File: src/rtl/handshake_rx.sv
// Four-phase Req/Ack receiver: synchronises Req, captures din into a show-ahead FIFO,
// and withholds Ack while the FIFO is full. Define HANDSHAKE_RX_XFER_CNT_EN to add xfer_count.
module handshake_rx #(
  parameter int unsigned WIDTH = 12,
  parameter int unsigned DEPTH = 4
) (
  input  logic             clk,
  input  logic             rst,
  input  logic             Req,
  input  logic [WIDTH-1:0] din,
  output logic             Ack,
  output logic [WIDTH-1:0] dout,
  output logic             dout_valid,
  input  logic             dout_ready,
  output logic             full
`ifdef HANDSHAKE_RX_XFER_CNT_EN
  ,
  output logic [15:0]      xfer_count
`endif
);

  localparam int unsigned PtrW = $clog2(DEPTH);
  localparam int unsigned CntW = PtrW + 1;
  localparam logic [CntW-1:0] DepthCnt = CntW'(DEPTH);

  typedef enum logic [1:0] {
    StIdle    = 2'd0,
    StWaitRel = 2'd1
  } state_e;

  state_e              state_q, state_d;
  logic                ack_q, ack_d;
  logic                req_s1_q, req_s2_q;
  logic [PtrW-1:0]     wr_ptr_q, wr_ptr_d;
  logic [PtrW-1:0]     rd_ptr_q, rd_ptr_d;
  logic [CntW-1:0]     count_q, count_d;
  logic [WIDTH-1:0]    mem_q [DEPTH];
  logic                wr_en;
  logic                rd_en;

  // Two-flop synchroniser; din bypasses it because it is stable while Req is high.
  always_ff @(posedge clk) begin
    if (rst) begin
      req_s1_q <= 1'b0;
      req_s2_q <= 1'b0;
    end else begin
      req_s1_q <= Req;
      req_s2_q <= req_s1_q;
    end
  end

  always_comb begin
    state_d = state_q;
    ack_d   = ack_q;
    wr_en   = 1'b0;
    case (state_q)
      StIdle: begin
        ack_d = 1'b0;
        // Eligibility uses the registered count, so a same-cycle read cannot free a slot.
        if (req_s2_q && !full) begin
          wr_en   = 1'b1;
          ack_d   = 1'b1;
          state_d = StWaitRel;
        end
      end
      StWaitRel: begin
        ack_d = 1'b1;
        if (!req_s2_q) begin
          ack_d   = 1'b0;
          state_d = StIdle;
        end
      end
      default: begin
        ack_d   = 1'b0;
        state_d = StIdle;
      end
    endcase
  end

  always_ff @(posedge clk) begin
    if (rst) begin
      state_q <= StIdle;
      ack_q   <= 1'b0;
    end else begin
      state_q <= state_d;
      ack_q   <= ack_d;
    end
  end

  assign rd_en = dout_valid && dout_ready;

  always_comb begin
    wr_ptr_d = wr_ptr_q;
    rd_ptr_d = rd_ptr_q;
    count_d  = count_q;
    if (wr_en) begin
      wr_ptr_d = wr_ptr_q + PtrW'(1);
    end
    if (rd_en) begin
      rd_ptr_d = rd_ptr_q + PtrW'(1);
    end
    case ({wr_en, rd_en})
      2'b10:   count_d = count_q + CntW'(1);
      2'b01:   count_d = count_q - CntW'(1);
      default: count_d = count_q;
    endcase
  end

  always_ff @(posedge clk) begin
    if (rst) begin
      wr_ptr_q <= '0;
      rd_ptr_q <= '0;
      count_q  <= '0;
    end else begin
      wr_ptr_q <= wr_ptr_d;
      rd_ptr_q <= rd_ptr_d;
      count_q  <= count_d;
    end
  end

  // Storage is not reset; stale entries are unreachable once the pointers clear.
  always_ff @(posedge clk) begin
    if (wr_en) begin
      mem_q[wr_ptr_q] <= din;
    end
  end

  assign Ack        = ack_q;
  assign dout_valid = (count_q != '0);
  assign full       = (count_q == DepthCnt);
  assign dout       = dout_valid ? mem_q[rd_ptr_q] : '0;

`ifdef HANDSHAKE_RX_XFER_CNT_EN
  logic [15:0] xfer_count_q, xfer_count_d;

  always_comb begin
    xfer_count_d = xfer_count_q;
    if (wr_en) begin
      xfer_count_d = xfer_count_q + 16'd1;
    end
  end

  always_ff @(posedge clk) begin
    if (rst) begin
      xfer_count_q <= 16'd0;
    end else begin
      xfer_count_q <= xfer_count_d;
    end
  end

  assign xfer_count = xfer_count_q;
`endif

endmodule

File: config.mk
export PLATFORM = sky130hd
export DESIGN_NAME = handshake_rx
export DESIGN_NICKNAME = d
export VERILOG_FILES = /design/src/rtl/handshake_rx.sv
export SDC_FILE = /design/constraint.sdc
export NUM_CORES = 1
export LEC_CHECK = 0
export BUFFER_PORTS_ARGS = -buffer_cell sky130_fd_sc_hd__buf_2
export CORE_ASPECT_RATIO = 0.6
export CORE_UTILIZATION = 30
export CTS_CLUSTER_SIZE = 10
export DETAILED_ROUTE_END_ITERATION = 12
export PLACE_DENSITY_LB_ADDON = 0.08
export SLEW_MARGIN = 20
export SYNTH_ARGS = -nofsm -noshare
export SYNTH_HDL_FRONTEND = slang
export SYNTH_SLANG_ARGS = --single-unit
File: constraint.sdc
create_clock -name clk -period 2.45 [get_ports clk]
set_clock_uncertainty 0.15 [all_clocks]
set_input_delay 0.1225 -clock clk [delete_from_list [all_inputs] [get_ports clk]]
set_output_delay 0.1225 -clock clk [all_outputs]
set_load 0.05 [all_outputs]
==> results of run 1 <==
-- state kept, by name, indices dropped and copies added, names as in the netlist, named ones only --
name,count
count_q,3
req_s2_q,1
req_s1_q,1
rd_ptr_q,2
wr_ptr_q,2
state_q,1
Ack,1
mem_q,48
-- worst reg2reg max path, stage by stage, from the launching register on --
cell and delay, ps:
dfxtp_1 370, nor3b_4 310, nor3b_4 120, inv_1 70, ha_2 170, inv_1 60
fa_2 330, xor2_1 150, or3_1 300, a21oi_1 120
-- what timing repair did --
action                    4_1_cts  5_1_grt
gates resized for setup         0        0
hold endpoints to repair       55        0
hold buffers                   15        0
-- power groups by stage --
stage	registers, uW	clock network, uW	logic (uW)
final	1210	1130	839
after global routing	1210	1210	909
after CTS	1210	1170	858
after detailed placement	1220	0	834
after global placement	1220	0	824
after floorplan	1220	0	633
-- synthesized netlist by cell type, types with 2 or more instances --
cell,instances
xor2_1,3
or3_1,2
and2_2,4
dfxtp_1,13
buf_2,2
nor2b_1,14
nor2_1,7
ha_1,5
nand2b_1,3
inv_1,9
edfxtp_1,48
a21oi_1,5
o21ai_0,2
nor3b_4,2
mux4_2,11
-- cells in the final DEF (no fill, tap or decap), drive strengths merged --
cell type	n
edfxtp	48
buf	33
dlygate4sd3	15
nor2b	14
dfxtp	13
mux4	12
clkbuf	10
inv	9
nor2	7
a21oi	5
ha	5
and2	4
xor2	3
nand2b	3
clkinv	3
nor3b	2
o21ai	2
or3	2
o31ai	1
nor3	1
mux2	1
nand2	1
mux2i	1
fa	1
bufinv	1
-- layout make-up --
type | instances | area (um2)
clock inverters | 4 | 41.29
inverters | 9 | 33.78
well taps | 108 | 135.1
clock buffers | 10 | 229.0
multi-input cells | 65 | 681.9
repair buffers | 48 | 322.8
flip-flops and latches | 61 | 1707
fillers | 747 | 4732
-- layer usage --
metal	up-vias	share of wire, %	GRT usage (%)
met5	-	0	0
met3	4	3.8	4.857
met2	28	49	19.87
met1	641	47	14.23
met4	0	0.44	3.846
li1	623	-	-
-- cell families after synthesis --
group | Yosys count
DFF | 61
adders and majority gates | 6
buffers and inverters | 13
xor gates and xnor gates | 3
and+or+nand+nor | 34
muxes | 14
AOI/OAI and AO/OA | 8
-- metrics by stage --
step           setup WS [ps]  utilization (%)  cells
2_1_floorplan         -32.65                -    139
3_3_place_gp           281.9            34.63    276
3_5_place_dp           216.1            34.63    276
4_1_cts                200.8            39.97    305
5_1_grt                96.19            39.97    305
6_report               217.1            39.97    305
-- how the worst min path moves through the flow --
stage               depth (start not counted)        from  slack (ps)     endpoint
global placement                            1      din[4]         180  mem_q[3][4]
floorplan                                   0      din[0]          70  mem_q[0][0]
detailed placement                          1      din[6]         200  mem_q[0][6]
finish                                      4  dout_ready          90         flop
CTS                                         4  dout_ready          70         flop
global route                                4  dout_ready         110         flop
==> results.toml, run 1 <==
[outcome]
status = "completed"

[power]
p_seq_share_pct = 37.9
irDropWorstVdd_mv = 0.4411
power.internal_uw = 2206
power-per-cell-area_nw_per_um2 = 1009
sw_frac_of_total_pct = 30.62
power_uw = 3179
p_leak_uw = 0.001124
p_comb_share_pct = 26.4
switchingPower_uw = 973.5
p_clk_share_pct = 35.7

[logic_synthesis]
synth_area_um2 = 2437
synth_flop_cell = "edfxtp_1"
synthesis.nets = 161
synth-adder-area-share_pct = 3.388
yosys.area_share.simple_pct = 9.292
synth_top_area_share_pct = 59.14
yosysSeqAreaShare_pct = 69.82
synthTopCellsByArea = "edfxtp_1 59%, dfxtp_1 11%, mux4_2 10%"
synth_compound_area_share_pct = 1.745
yosysUniqueCellTypes = 24
synth_seq_cells = 61
synth_edf_count = 48
synthCells = 139
synth-xor-area-share_pct = 1.078
avgSynthCellArea_um2 = 17.53
muxShareOfSynthArea_pct = 12.27
ys_async_sr_fraction_pct = 0
yosys_warnings = 0
yosys.area.top_type = "edfxtp_1"
synth_top_family_by_area = "multiplexers"

[routing]
wl_um = 4537
viasPerCell = 4.249
post_drt_wl_per_cell_um = 14.88
drc = 0
drt_iter0_drc = 44
firstDrtPassIters = 4
vias = 1296
ant_nets = 0

[sta]
setup_viol = 0
drv_slew = 0
whs_ps = 86.67
worst_pin_slew_ps = 670.9
relSlewSlack_pct = 55.21
hold_viol_final = 0
period_share_pct = 91.14
final.setup.tns_ps = 0
max_freq_mhz = 447.9
fin_crit_ps = 2233
rsz0062_at_grt = "no"

[grt]
grt_pass1_vias = 1326
grt_usage_pct = 11.92
grt_max_degree = 16
grt_pass1_wl_um = 7058
antenna_found_initial = 0
grt.overflow.total = 0

[cts]
cts.htree.levels = 3
cts_setup_buffers = 0
cts_buffer_depth = 2
clock_latency_ps = 310
clock_sinks = 61
clk_pin_slew_ps = 50
cts_tree = "done"
root_buffer = "clkbuf_16"
cts_buffers = 9

[finish]
drive_above_1_share_pct = 33.50
n_antenna_cell = 0
nNetsFinal = 216
area_delta_synth_final_pct = 29.26
design_area_um2 = 3151

[setup_path]
path_buf_inv = 2
critPathMaxFanout = 7
slowest_delay_ps = 370
start_kind = "flop"
cp.depth = 9
setup.worst_path.start = "count_q[1]"
worstSetupEndpoint = "count_q[2]"
slowest_stage = "dfxtp_1"
endpoint_kind = "flop"
crit_family = "simple AND/OR/NAND/NOR gates"
reg2regPathDepth = 9
r2r_start = "count_q[1]"
r2r_setup_slack_ps = 220
worstPathCellList = "nor3b_4, nor3b_4, inv_1, ha_2, inv_1, fa_2, xor2_1, or3_1, a21oi_1"
critPathArrivalTime_ps = 2320
rr_endpoint = "count_q[2]"
worstSetupPathType = "reg2reg"
crit_required_ps = 2540

[job]
maxCapViolations = 0

[worst_hold_path]
min_path_type = "in2reg"

[floorplanning]
initial_core_util_pct = 30.92
floorplan.die_area_um2 = 8501
core_area_um2 = 7883
io_pins = 31
rows = 25
dieHeight_um = 71.82
dieWidth_um = 118.4

[placed_design]
port_buffers = 30
place.gp.congestion = 0.6457
dpl.hpwl_um = 2929
dpl_cell_area_um2 = 2730
Note: power is estimated with default switching activity, not from simulation.
==> inputs of run 2 (changes only) <==
- ABC_AREA: not set -> 1
- SLEW_MARGIN: 20 -> not set
==> results.toml, run 2 <==
[cts]
cts_buffers = 9
post_cts_resized = 0
clk_pin_slew_ps = 50
cts_buffer_depth = 2
clock_latency_ps = 330
cts.htree.levels = 3
clock_sinks = 61
root_buffer = "clkbuf_16"
cts_tree = "done"

[floorplanning]
core_area_um2 = 8008
initial_core_util_pct = 31.48
floorplan.die_area_um2 = 8787
dieHeight_um = 73.01
dieWidth_um = 120.4
io_pins = 31
rows = 25

[logic_synthesis]
synth_commonest_cells = "60 x nor2_1, 48 x edfxtp_1, 24 x inv_1"
yosys.area.top_type = "edfxtp_1"
synthTopCellsByArea = "edfxtp_1 57%, dfxtp_1 10%, nor2_1 8.9%"
yosysSeqAreaShare_pct = 67.49
synth_flop_cell = "edfxtp_1"
yosysUniqueCellTypes = 19
ys_async_sr_fraction_pct = 0
synth_area_um2 = 2521
synth_seq_cells = 61
avgSynthCellArea_um2 = 11.21
synthCells = 225
yosysMostFrequentCell = "nor2_1"
synthesis.nets = 247
synth_edf_count = 48
synth_top_area_share_pct = 57.17
yosys_warnings = 0

[sta]
period_share_pct = 86.00
setup_viol = 0
final.setup.tns_ps = 0
setup_ws_ps = 343.1
drv_slew = 0
hold_viol_final = 0
rsz0062_at_grt = "no"
max_freq_mhz = 474.6
relSlewSlack_pct = 69.48
worst_pin_slew_ps = 457.3
fin_crit_ps = 2107

[setup_path]
r2r_start = "count_q[1]"
slowest_stage = "dfxtp_1"
cp.depth = 6
start_kind = "flop"
rr_endpoint = "count_q[2]"
path_buf_inv = 2
reg2regPathDepth = 12
cpMostUsedCell = "nor2_1"
crit_required_ps = 2180
critPathArrivalTime_ps = 1830
worstSetupPathType = "reg2out"
critPathMaxFanout = 9
endpoint_kind = "primary output"
r2r_setup_slack_ps = 490
worstPathCellList = "buf_4, nor2_1, nor2_1, o21ai_0, a21oi_1, buf_2"
crit_family = "flip-flops"
slowest_delay_ps = 550

[worst_hold_path]
min_to = "req_s2_q"
min_path_type = "reg2reg"
worstHoldStart = "req_s1_q"
whs_path_depth = 2

[finish]
drive_above_1_share_pct = 21.95
reg_top3 = "mem_q: 48 flops, count_q: 3 flops"
area_delta_synth_final_pct = 27.84
final_cell_mix = "60 x nor2_1, 48 x edfxtp_1, 30 x buf_2"
n_antenna_cell = 0
layout_commonest_cell = "nor2_1"
largest_register_ffs = 48
fillers = 803
nNetsFinal = 304
regMostFlops = "mem_q"

[power]
sw_frac_of_total_pct = 37.33
power-per-cell-area_nw_per_um2 = 1066
p_leak_uw = 0.001269
power.internal_uw = 2154
switchingPower_uw = 1283
p_seq_share_pct = 35.0
irDropWorstVdd_mv = 0.5403
p_clk_share_pct = 32.3
p_comb_share_pct = 32.6

[routing]
vias = 1648
wl_um = 5250
ant_nets = 0
drt_iter0_drc = 81
viasPerCell = 4.172
firstDrtPassIters = 4
drc = 0
post_drt_wl_per_cell_um = 13.29

[outcome]
status = "completed"

[placed_design]
dp_slack_ps = 487.5
place.gp.congestion = 0.7299
dpl.hpwl_um = 3449
port_buffers = 30

[grt]
grt_pass1_wl_um = 8687
grt.overflow.total = 0
grt_max_degree = 25
grt_usage_pct = 13.98
grt_pass1_vias = 1618
antenna_found_initial = 0

[job]
maxCapViolations = 0
-- run 2: changes by cell type after synthesis, moves of 5 or more --
cell / previous run / this run
nor2_1: 7 / 60
a21oi_2: 0 / 8
inv_1: 9 / 24
nand2_1: 1 / 12
nand3_1: 0 / 5
nor2b_1: 14 / 0
mux4_2: 11 / 0
o21ai_1: 0 / 20
-- run 2: power by group through the flow --
stage | logic [uW] | clock network [uW] | registers [uW]
global route | 1240 | 1200 | 1210
finish | 1120 | 1110 | 1200
CTS | 1140 | 1140 | 1210
floorplan | 898 | 0 | 1210
global placement | 1120 | 0 | 1220
detailed placement | 1110 | 0 | 1220
-- run 2: stage by stage --
step	util (%)	hold slack, ps	std cells	area [um2]	total power [uW]
2_1_floorplan	-	41.57	225	2521	2106
3_3_place_gp	34.95	174.2	363	2799	2346
3_5_place_dp	34.95	180.9	363	2799	2339
4_1_cts	40.25	250.8	395	3223	3484
5_1_grt	40.25	270.9	395	3223	3646
6_report	40.25	250.4	395	3223	3437
-- run 2: worst max-delay path by stage --
stage                           from    endpoint  slack, ps
after global placement    count_q[1]  count_q[2]        520
after CTS                       flop     dout[0]        330
final                           flop     dout[0]        340
after global routing            flop     dout[4]        160
after floorplan           count_q[2]     dout[0]        480
after detailed placement  count_q[1]  count_q[2]        490
-- run 2: routing by layer --
layer | track usage, % | vias up | part of all wire, %
li1 | - | 864 | -
met1 | 19.34 | 748 | 54
met2 | 19.28 | 29 | 39
met3 | 5.859 | 7 | 4.7
met4 | 5.350 | 0 | 1.5
met5 | 0 | - | 0
-- run 2: cell families after synthesis --
logic type	Yosys count	synth area share (%)
fa+ha+maj	6	3.275
flops	61	67.49
simple gates	81	12.70
buf+inv	33	6.501
compound gates	44	10.03
-- run 2: tightest hold or removal path: cells and delay by family, from the launching register on --
family                 cells  cell delay [ps]
flip-flops                 1              290
AND/OR/NAND/NOR            1               30
buffers and inverters      1               40
-- run 2: final cells by class --
cell class / instances / area, um2 / share of cell area [%]
multi-input cells: 131 / 655.6 / 20.34
well taps: 108 / 135.1 / 4.193
inverters: 25 / 96.34 / 2.989
clock inverters: 2 / 10.01 / 0.3106
clock buffers: 14 / 254.0 / 7.880
flip-flops and latches: 61 / 1702 / 52.79
repair buffers: 54 / 370.4 / 11.49
-- run 2: timing repair --
item	in CTS	in global routing
setup buffers	0	0
endpoints found under the hold margin	56	0
hold buffers	16	0
